==> src/rtl/fetch_pkg.sv <==
// Shared types and constants for the instruction fetch stage.
// Imported by the fetch top and its IF/ID register.
package fetch_pkg;

   typedef enum logic [0:0] {
      FETCH = 1'b0,
      HOLD  = 1'b1
   } fetch_state_t;

   localparam logic [31:0] NOP_INSTR        = 32'h0000_0013;
   localparam logic [31:0] RESET_PC_DEFAULT = 32'h0000_0000;

   // Sequential successor of a fetch address; wraps silently at the top of memory.
   function automatic logic [31:0] next_seq_pc(input logic [31:0] pc);
      return pc + 32'd4;
   endfunction

endpackage

==> src/rtl/instr_fetch_if.sv <==
// Instruction memory request bus: fetch drives req/addr, memory answers with rdata/ready.
// ready qualifies rdata for the address presented in the same cycle.
interface instr_fetch_if #(
   parameter int DATA_WIDTH = 32
);

   logic                  imem_req;
   logic [DATA_WIDTH-1:0] imem_addr;
   logic [DATA_WIDTH-1:0] imem_rdata;
   logic                  imem_ready;

   modport master (
      output imem_req,
      output imem_addr,
      input  imem_rdata,
      input  imem_ready
   );

   modport slave (
      input  imem_req,
      input  imem_addr,
      output imem_rdata,
      output imem_ready
   );

endinterface

==> src/rtl/if_id_reg.sv <==
// IF/ID pipeline register: clear beats load beats hold; one-cycle latency from load to outputs.
// The owner deasserts load to hold the contents while decode is stalled.
module if_id_reg
   import fetch_pkg::*;
#(
   parameter int DATA_WIDTH = 32
) (
   input  logic                  clk,
   input  logic                  rst_n,
   input  logic                  load,
   input  logic                  clear,
   input  logic [DATA_WIDTH-1:0] d_instr,
   input  logic [DATA_WIDTH-1:0] d_pc,
   output logic [DATA_WIDTH-1:0] instr,
   output logic [DATA_WIDTH-1:0] pc_out,
   output logic [DATA_WIDTH-1:0] pc_plus4,
   output logic                  valid_out
);

   localparam logic [DATA_WIDTH-1:0] PC_STEP = DATA_WIDTH'(4);

   // Clearing only drops the valid bit; the stale word and PC are harmless once invalid.
   always_ff @(posedge clk or negedge rst_n) begin
      if (!rst_n) begin
         instr     <= DATA_WIDTH'(NOP_INSTR);
         pc_out    <= '0;
         valid_out <= 1'b0;
      end else if (clear) begin
         valid_out <= 1'b0;
      end else if (load) begin
         instr     <= d_instr;
         pc_out    <= d_pc;
         valid_out <= 1'b1;
      end
   end

   assign pc_plus4 = pc_out + PC_STEP;

endmodule

==> src/rtl/instr_fetch.sv <==
// Fetch stage: PC, imem request FSM and a one-entry skid buffer; a word accepted at edge N is on instr after N.
// A stall while a word returns parks it in the skid buffer and suspends requests until decode frees up.
module instr_fetch
   import fetch_pkg::*;
#(
   parameter int                    DATA_WIDTH = 32,
   parameter logic [DATA_WIDTH-1:0] RESET_PC   = DATA_WIDTH'(RESET_PC_DEFAULT)
) (
   input  logic                  clk,
   input  logic                  rst_n,
   input  logic                  PCsrc,
   input  logic [DATA_WIDTH-1:0] ImmOp,
   input  logic                  stall,
   input  logic                  flush,
   instr_fetch_if.master         imem,
   output logic [DATA_WIDTH-1:0] instr,
   output logic [DATA_WIDTH-1:0] pc_out,
   output logic [DATA_WIDTH-1:0] pc_plus4,
   output logic                  valid_out
);

   localparam logic [DATA_WIDTH-1:0] PC_STEP = DATA_WIDTH'(4);

   fetch_state_t          state;
   fetch_state_t          state_nxt;
   logic [DATA_WIDTH-1:0] pc;
   logic [DATA_WIDTH-1:0] target;
   logic [DATA_WIDTH-1:0] skid_instr;
   logic [DATA_WIDTH-1:0] skid_pc;
   logic                  skid_vld;
   logic                  redirect;
   logic                  accept;
   logic                  ifid_load;
   logic                  ifid_clear;
   logic [DATA_WIDTH-1:0] ifid_instr_d;
   logic [DATA_WIDTH-1:0] ifid_pc_d;

   // A branch sitting in an invalid IF/ID slot is a bubble, so its PCsrc means nothing.
   assign redirect = PCsrc & valid_out;
   assign target   = pc_out + ImmOp;
   assign accept   = (state == FETCH) & imem.imem_ready;

   always_ff @(posedge clk or negedge rst_n) begin
      if (!rst_n) begin
         state <= FETCH;
      end else begin
         state <= state_nxt;
      end
   end

   always_comb begin
      state_nxt = state;
      if (redirect || flush) begin
         state_nxt = FETCH;
      end else begin
         case (state)
            FETCH:   if (accept && stall) state_nxt = HOLD;
            HOLD:    if (!stall)          state_nxt = FETCH;
            default:                      state_nxt = FETCH;
         endcase
      end
   end

   always_comb begin
      ifid_load    = 1'b0;
      ifid_clear   = 1'b0;
      ifid_instr_d = imem.imem_rdata;
      ifid_pc_d    = pc;
      if (redirect || flush) begin
         ifid_clear = 1'b1;
      end else if (!stall) begin
         case (state)
            FETCH: begin
               ifid_load  = imem.imem_ready;
               ifid_clear = !imem.imem_ready;
            end
            HOLD: begin
               ifid_load    = skid_vld;
               ifid_clear   = !skid_vld;
               ifid_instr_d = skid_instr;
               ifid_pc_d    = skid_pc;
            end
            default: ifid_clear = 1'b1;
         endcase
      end
   end

   assign imem.imem_req  = rst_n & (state == FETCH);
   assign imem.imem_addr = pc;

   // The PC advances on every accepted word, even one that a flush throws away.
   always_ff @(posedge clk or negedge rst_n) begin
      if (!rst_n) begin
         pc <= RESET_PC;
      end else if (redirect) begin
         pc <= target;
      end else if (accept) begin
         pc <= pc + PC_STEP;
      end
   end

   always_ff @(posedge clk or negedge rst_n) begin
      if (!rst_n) begin
         skid_vld   <= 1'b0;
         skid_instr <= '0;
         skid_pc    <= '0;
      end else if (redirect || flush) begin
         skid_vld <= 1'b0;
      end else if (accept && stall) begin
         skid_vld   <= 1'b1;
         skid_instr <= imem.imem_rdata;
         skid_pc    <= pc;
      end else if (state == HOLD && !stall) begin
         skid_vld <= 1'b0;
      end
   end

   if_id_reg #(
      .DATA_WIDTH (DATA_WIDTH)
   ) u_if_id (
      .clk       (clk),
      .rst_n     (rst_n),
      .load      (ifid_load),
      .clear     (ifid_clear),
      .d_instr   (ifid_instr_d),
      .d_pc      (ifid_pc_d),
      .instr     (instr),
      .pc_out    (pc_out),
      .pc_plus4  (pc_plus4),
      .valid_out (valid_out)
   );

endmodule

==> src/flat_wrapper.sv <==
// flat-port wrapper written by rule: the top's interface ports become plain ports
module instr_fetch_flat import fetch_pkg::*;
#(
   parameter int                    DATA_WIDTH = 32,
   parameter logic [DATA_WIDTH-1:0] RESET_PC   = DATA_WIDTH'(RESET_PC_DEFAULT)
)
  (clk, rst_n, PCsrc, ImmOp, stall, flush, instr, pc_out, pc_plus4, valid_out, imem_imem_req, imem_imem_addr, imem_imem_rdata, imem_imem_ready);
  instr_fetch_if #(.DATA_WIDTH(DATA_WIDTH)) imem_i ();
  input  logic clk;
  input  logic rst_n;
  input  logic PCsrc;
  input  logic [DATA_WIDTH-1:0] ImmOp;
  input  logic stall;
  input  logic flush;
  output logic [DATA_WIDTH-1:0] instr;
  output logic [DATA_WIDTH-1:0] pc_out;
  output logic [DATA_WIDTH-1:0] pc_plus4;
  output logic valid_out;
  output wire logic [$bits(imem_i.imem_req)-1:0] imem_imem_req;
  output wire logic [$bits(imem_i.imem_addr)-1:0] imem_imem_addr;
  input wire logic [$bits(imem_i.imem_rdata)-1:0] imem_imem_rdata;
  input wire logic [$bits(imem_i.imem_ready)-1:0] imem_imem_ready;
  assign imem_imem_req = imem_i.imem_req;
  assign imem_imem_addr = imem_i.imem_addr;
  assign imem_i.imem_rdata = imem_imem_rdata;
  assign imem_i.imem_ready = imem_imem_ready;
  instr_fetch #(.DATA_WIDTH(DATA_WIDTH), .RESET_PC(RESET_PC)) u_core (.clk(clk), .rst_n(rst_n), .PCsrc(PCsrc), .ImmOp(ImmOp), .stall(stall), .flush(flush), .imem(imem_i), .instr(instr), .pc_out(pc_out), .pc_plus4(pc_plus4), .valid_out(valid_out));
endmodule
==> config.mk <==
export PLATFORM = sky130hd
export DESIGN_NAME = instr_fetch_flat
export DESIGN_NICKNAME = d
export VERILOG_FILES = /design/src/rtl/fetch_pkg.sv /design/src/rtl/instr_fetch_if.sv /design/src/rtl/if_id_reg.sv /design/src/rtl/instr_fetch.sv /design/src/flat_wrapper.sv
export SDC_FILE = /design/constraint.sdc
export NUM_CORES = 1
export LEC_CHECK = 0
export ABC_AREA = 0
export BUFFER_PORTS_ARGS = -buffer_cell sky130_fd_sc_hd__buf_2
export CAP_MARGIN = 20
export CORE_MARGIN = 2
export CORE_UTILIZATION = 40
export CTS_BUF_LIST = sky130_fd_sc_hd__clkbuf_2
export DETAILED_ROUTE_END_ITERATION = 10
export GPL_ROUTABILITY_DRIVEN = 0
export SLEW_MARGIN = 20
export SYNTH_ARGS = -nofsm -noshare
export SYNTH_HDL_FRONTEND = slang
export SYNTH_SLANG_ARGS = --single-unit
==> constraint.sdc <==
create_clock -name clk -period 2.67 [get_ports clk]
set_input_delay 0.534 -clock clk [delete_from_list [all_inputs] [get_ports clk]]
set_output_delay 0.534 -clock clk [all_outputs]
set_load 0.005 [all_outputs]
# [Word-level counts from Yosys, hierarchy flattened]
# Index checks and enable logic that the tools add are counted.
[word_totals] memories=0 out_inout_bits=130 register_bits=163 rom_bits=0 word_cells=51 in_bits=70 ram_bits=0 latchBits=0
[op_classes] bitwise_logic=6 n_div=0 n_reduce_logical=11 mul=0 n_addsub=3 eq_ne=0 shifts=0 n_lt_le_gt_ge=0 mux=23
[op_table] cell="$mux 32" n=8
[op_table] cell="$add 32x3->32 const B" n=2
[op_table] cell="$add 32x32->32" n=1
[op_table] cell="$mux 1" n=12
[op_table] cell="$pmux 1 s2" n=3
[op_table] cell="$reduce_and 2->1" n=2
[op_table] cell="$reduce_bool 2->1" n=2
[op_table] cell="$and 1x1->1" n=3
[op_table] cell="$logic_not 1->1" n=3
[op_table] cell="$not 1->1" n=3
[op_table] cell="$reduce_bool 3->1" n=1
[op_table] cell="$logic_and 1x1->1" n=2
[op_table] cell="$logic_or 1x1->1" n=1

# [Logic depth before layout (Yosys ltp)]
[logic_depth] depth_word=6 depth_mapped=11 mapped_depth_nobuf=11

# [By module]
# From an unflattened synthesis, not the netlist that was laid out.
[hier_totals] cells_unflattened=881 area_unflattened_um2=9716.8
[modules_own_cells] mod="instr_fetch" n_inst=1 seq_area_each_um2=2452.4 cells_each=660 area_per_inst_um2=6741.5
[modules_own_cells] mod="if_id_reg" n_inst=1 seq_area_each_um2=1630.3 cells_each=221 area_per_inst_um2=2975.4

# [Worst setup path before layout]
# OpenSTA, ideal clock, no wires.
[synth_timing] path_type="in2reg" from="in ImmOp[0]" to="reg u_core.pc[30], in the netlist u_core.imem.imem_addr[30]" n_path_buf=0 stages=11 setup_time_ps=96 path_slack_ps=54 arrival_time_ps=2521 required_time_ps=2574 path_cell_list="ha_1 > inv_1 > fa_1 > nor2b_1 > o2111ai_1 > a211oi_1 > o211ai_1 > nand3_1 > nand3_1 > a32o_1 > a311oi_2"
[synth_via] elab_chain_len=2
[synth_lines] item="start, declared" line="flat_wrapper.sv:12" source="input logic [DATA_WIDTH-1:0] ImmOp;"
[synth_lines] item="$add 32x32->32" line="instr_fetch.sv:40" source="assign target = pc_out + ImmOp;"
[synth_lines] item="$mux 32" line="instr_fetch.sv:95" source="end else if (redirect) begin"
[synth_lines] item="end signal, assigned" line="instr_fetch.sv:96" source="pc <= target;"
[synth_lines] item="end signal, assigned" line="instr_fetch.sv:98" source="pc <= pc + PC_STEP;"
[synth_lines] item="end, declared" line="instr_fetch.sv:26" source="logic [DATA_WIDTH-1:0] pc;"
# Every way passes these cells.
# A chain may end at the register's enable or synchronous reset.

# [Final worst setup path]
[layout_timing] from="reg u_core.u_if_id.pc_out[2]" to="out pc_plus4[27]"
[layout_via] elab_chain_len=1
[layout_lines] item="start, declared" line="if_id_reg.sv:15" source="output logic [DATA_WIDTH-1:0] pc_out,"
[layout_lines] item="start signal, assigned" line="if_id_reg.sv:32" source="pc_out <= d_pc;"
[layout_lines] item="$add 32x3->32" line="if_id_reg.sv:37" source="assign pc_plus4 = pc_out + PC_STEP;"
[layout_lines] item="end, declared" line="flat_wrapper.sv:17" source="output logic [DATA_WIDTH-1:0] pc_plus4;"
# Every way passes these cells.

==> summary.md <==
| Metric | Value |
|---|---|
| Kind of critical path | `register to primary output` |
| Least-Margin Pin Slew | `just over 0.9 ns` |
| Antenna-violating nets left | `0` |
| CTS tree | `built` |
| Final wirelength | `about 25000 µm` |
| GRT Total Usage | `between 20% and 30%` |
| Post-synthesis cell count | `930` |
| Largest net degree at the start of global routing | `79` |
| CP arrival | `about 2.7 ns` |
| Slew Limit Headroom | `38.1%` |
| Tmin final | `between 3 and 4 ns` |
| Initial antenna violation count | `2` |
| Longest Clk Path Bufs | `2` |
| Final hold vios | `0` |
| Final non-filler cell area | `about 12000 µm²` |
| Worst setup EP type | `primary output` |
| Clock transition at the registers of the reported paths | `about 0.3 ns` |
| Total die area | `about 24000 µm²` |
| Crit Path Max Fanout | `8` |
| Num rows | `between 50 and 60` |
| Part of the Yosys area used for sequential elements | `~44%` |
| Die height | `about 160 µm` |
| Fmax | `about 310 MHz` |
| # H-tree levels | `4` |
| EDFF count, synth | `0` |
| Pint | `6400 µW` |
| # setup viols final | `25` |
| Slew Viols, Final | `0` |
| Core ar. | `22700 µm²` |
| Residual DRC count | `0` |
| Outcome | `finished, violations left` |
| Worst skew pair latency | `approximately 0.77 ns` |
| NumNets Final | `~1300` |
| GR Overflow Total | `0` |
| Synth Warn # | `0` |
| CTS buffer count | `17` |
| I/O pins | `200` |
| Setup Skew | `0.0384 ns` |
| Vias in the first global route | `between 7000 and 8000` |
| Tot Pwr | `10900 µW` |
| Iter 0 DRT Violations | `450` |
| Most frequent cells in the layout | `buf_2, dfrtp_1, a21oi_1` |
| Syn Area/Cell | `~10 µm²` |
| Post-synth net total | `slightly above 1000` |
| Sw frac | `about two fifths` |
| Top FF cell, synth | `dfrtp_1` |
| Total vias in the final route | `8020` |
| Placed Cells | `approximately 1400` |
| Share of cells above drive strength 1 | `a little over a third` |
| Commonest non-fill, non-tap cell in the layout | `buf_2` |
| Post-Place Cell Area | `10900 µm²` |
| CP Launch Type | `register` |
| Drt first pass iters | `7` |
| Clk pwr share | `between 10% and 20%` |
| Async set or reset register ratio after synthesis | `100%` |
| Starting Density | `40.8%` |
| Post-Syn Area | `around 9000 µm²` |
| WHS | `0.174 ns` |
| Global-route wire length before repair | `~41000 µm` |
| CTS Sinks | `roughly 160` |
| DR vias/cell | `about 5.3` |
| Register bit total from synthesis | `163` |
| PortBufs | `roughly 200` |
| Psw | `approximately 4500 µW` |
| Root Driver | `clkbuf_2` |
| Area grow syn2layout | `30.9%` |
| Detailed placement HPWL | `17900 µm` |
| Critical Path RT | `about 2.1 ns` |
| RSZ-0062 raised after global routing | `yes` |
| Violated checks | `setup timing` |
| Layout Cells excl Fill | `1520` |
| Pwr Density | `around 900 nW/µm²` |
| Die W | `between 150 and 200 µm` |
| Leak | `about 0.0060 µW` |
| Hold Crit Class | `input port to register` |
| Final setup margin | `-0.562 ns` |
| Final period util | `121%` |
| Sequential Power Share | `between 30% and 40%` |
| Combinational Power Share | `about half` |
| Worst IR drop on VDD | `slightly above 0.4 mV` |
| Synth cell types | `58` |
| Total of max-cap violations | `0` |
| Wire per inst | `16.6 µm` |
power by group through the flow:
stage / clock network (µW) / logic (µW) / registers (µW)
2_1_floorplan: 0 / 2810 / 4180
3_3_place_gp: 0 / 4700 / 4220
3_5_place_dp: 0 / 4770 / 4250
4_1_cts: 1480 / 5030 / 4200
5_1_grt: 1590 / 5860 / 4360
6_report: 1440 / 5290 / 4220
Yosys cell counts (7+ instances only):
master | instances | area [µm²]
o21ai_0 | 37 | 185
nand2_1 | 65 | 244
xor2_1 | 23 | 201
a21oi_1 | 98 | 490
a21o_1 | 18 | 135
and3_1 | 19 | 119
and2_1 | 8 | 50.1
nand4_1 | 16 | 100
nor2b_1 | 7 | 43.8
buf_2 | 13 | 65.1
inv_1 | 13 | 48.8
a31oi_1 | 7 | 43.8
clkbuf_1 | 35 | 131
xnor2_1 | 55 | 482
nand3_1 | 33 | 165
nor2_1 | 97 | 364
ha_1 | 33 | 413
mux2_2 | 63 | 709
dfrtp_1 | 160 | 4000
mux2i_1 | 65 | 651
final timing paths:
check                                                      from                               endpoint  slack [ns]  cells after the start
min reg2reg                 u_core.u_if_id.instr[0]$_DFFE_PN1P_    u_core.u_if_id.instr[0]$_DFFE_PN1P_        0.53                      2
min in group asynchronous                                 rst_n  u_core.u_if_id.pc_out[17]$_DFFE_PN0P_        0.39                      3
max reg2reg                u_core.u_if_id.pc_out[4]$_DFFE_PN0P_  u_core.imem.imem_addr[28]$_DFFE_PN0P_        0.11                     11
max                        u_core.u_if_id.pc_out[2]$_DFFE_PN0P_                           pc_plus4[27]       -0.56                      9
min                                                   ImmOp[29]  u_core.imem.imem_addr[30]$_DFFE_PN0P_        0.17                      3
max in group asynchronous                                 rst_n   u_core.u_if_id.instr[17]$_DFFE_PN0P_        1.51                      3
routing by layer:
metal,routed length [µm],part of all wire (%),up-vias,global-route usage [%]
met5,0,0,-,0
met4,324,1.3,0,4.85
met3,1300,5.1,26,4.86
met2,11900,47,184,34.8
met1,11700,46,3924,27.5
li1,-,-,3886,-
what timing repair did:
action | CTS | global route
buffers inserted | 15 | 13
hold endpoints to repair | 208 | 0
pin swaps | 18 | 26
endpoints found under the setup margin | 27 | 35
resized for setup | 38 | 37
hold buffers | 37 | 0
metrics by stage:
stage               utilization (%)  worst slack (ns)  setup TNS (ns)
finish                         53.4            -0.562          -10.24
global route                   53.4            -0.796          -15.71
CTS                            52.1            -0.627          -10.77
detailed placement             48.2            -0.365           -1.26
global placement               48.2            -0.290          -0.810
floorplan                         -            0.0536               0
critical path, cell delays in order, from the launching register on:
cell     delay, ns
dfrtp_1       0.48
buf_6         0.12
nand4_1       0.14
nor2_2        0.21
and4_4        0.26
and3_4        0.19
buf_12        0.13
nand4_1       0.11
xnor2_1       0.17
buf_2         0.13
cells by family after synthesis:
kind of cell | Yosys count | synth area share (%)
AO/OA/AOI/OAI | 194 | 12.4
XOR/XNOR | 78 | 7.37
adder cells (fa/ha/maj) | 34 | 4.67
buffers and inverters | 63 | 2.81
flip-flops | 163 | 44.1
multiplexers | 128 | 14.7
AND/OR/NAND/NOR | 270 | 14.0
final cells by class:
class / instances / area, µm²
Fill cell: 2094 / 10600
Sequential cell: 163 / 4090
Inverter: 13 / 48.8
Antenna cell: 2 / 5.00
Clock buffer: 17 / 85.1
Clock inverter: 15 / 176
Timing Repair Buffer: 321 / 2130
Tap cell: 285 / 357
Multi-Input combinational cell: 704 / 5250
registers in the layout, indices dropped and copies added (netlist names):
name	cells
u_core.imem.imem_addr	32
u_core.skid_instr	32
u_core.skid_pc	32
u_core.skid_vld	1
u_core.state	1
u_core.u_if_id.instr	32
u_core.u_if_id.pc_out	32
u_core.u_if_id.valid_out	1
Power figures use the tool's default switching activity.
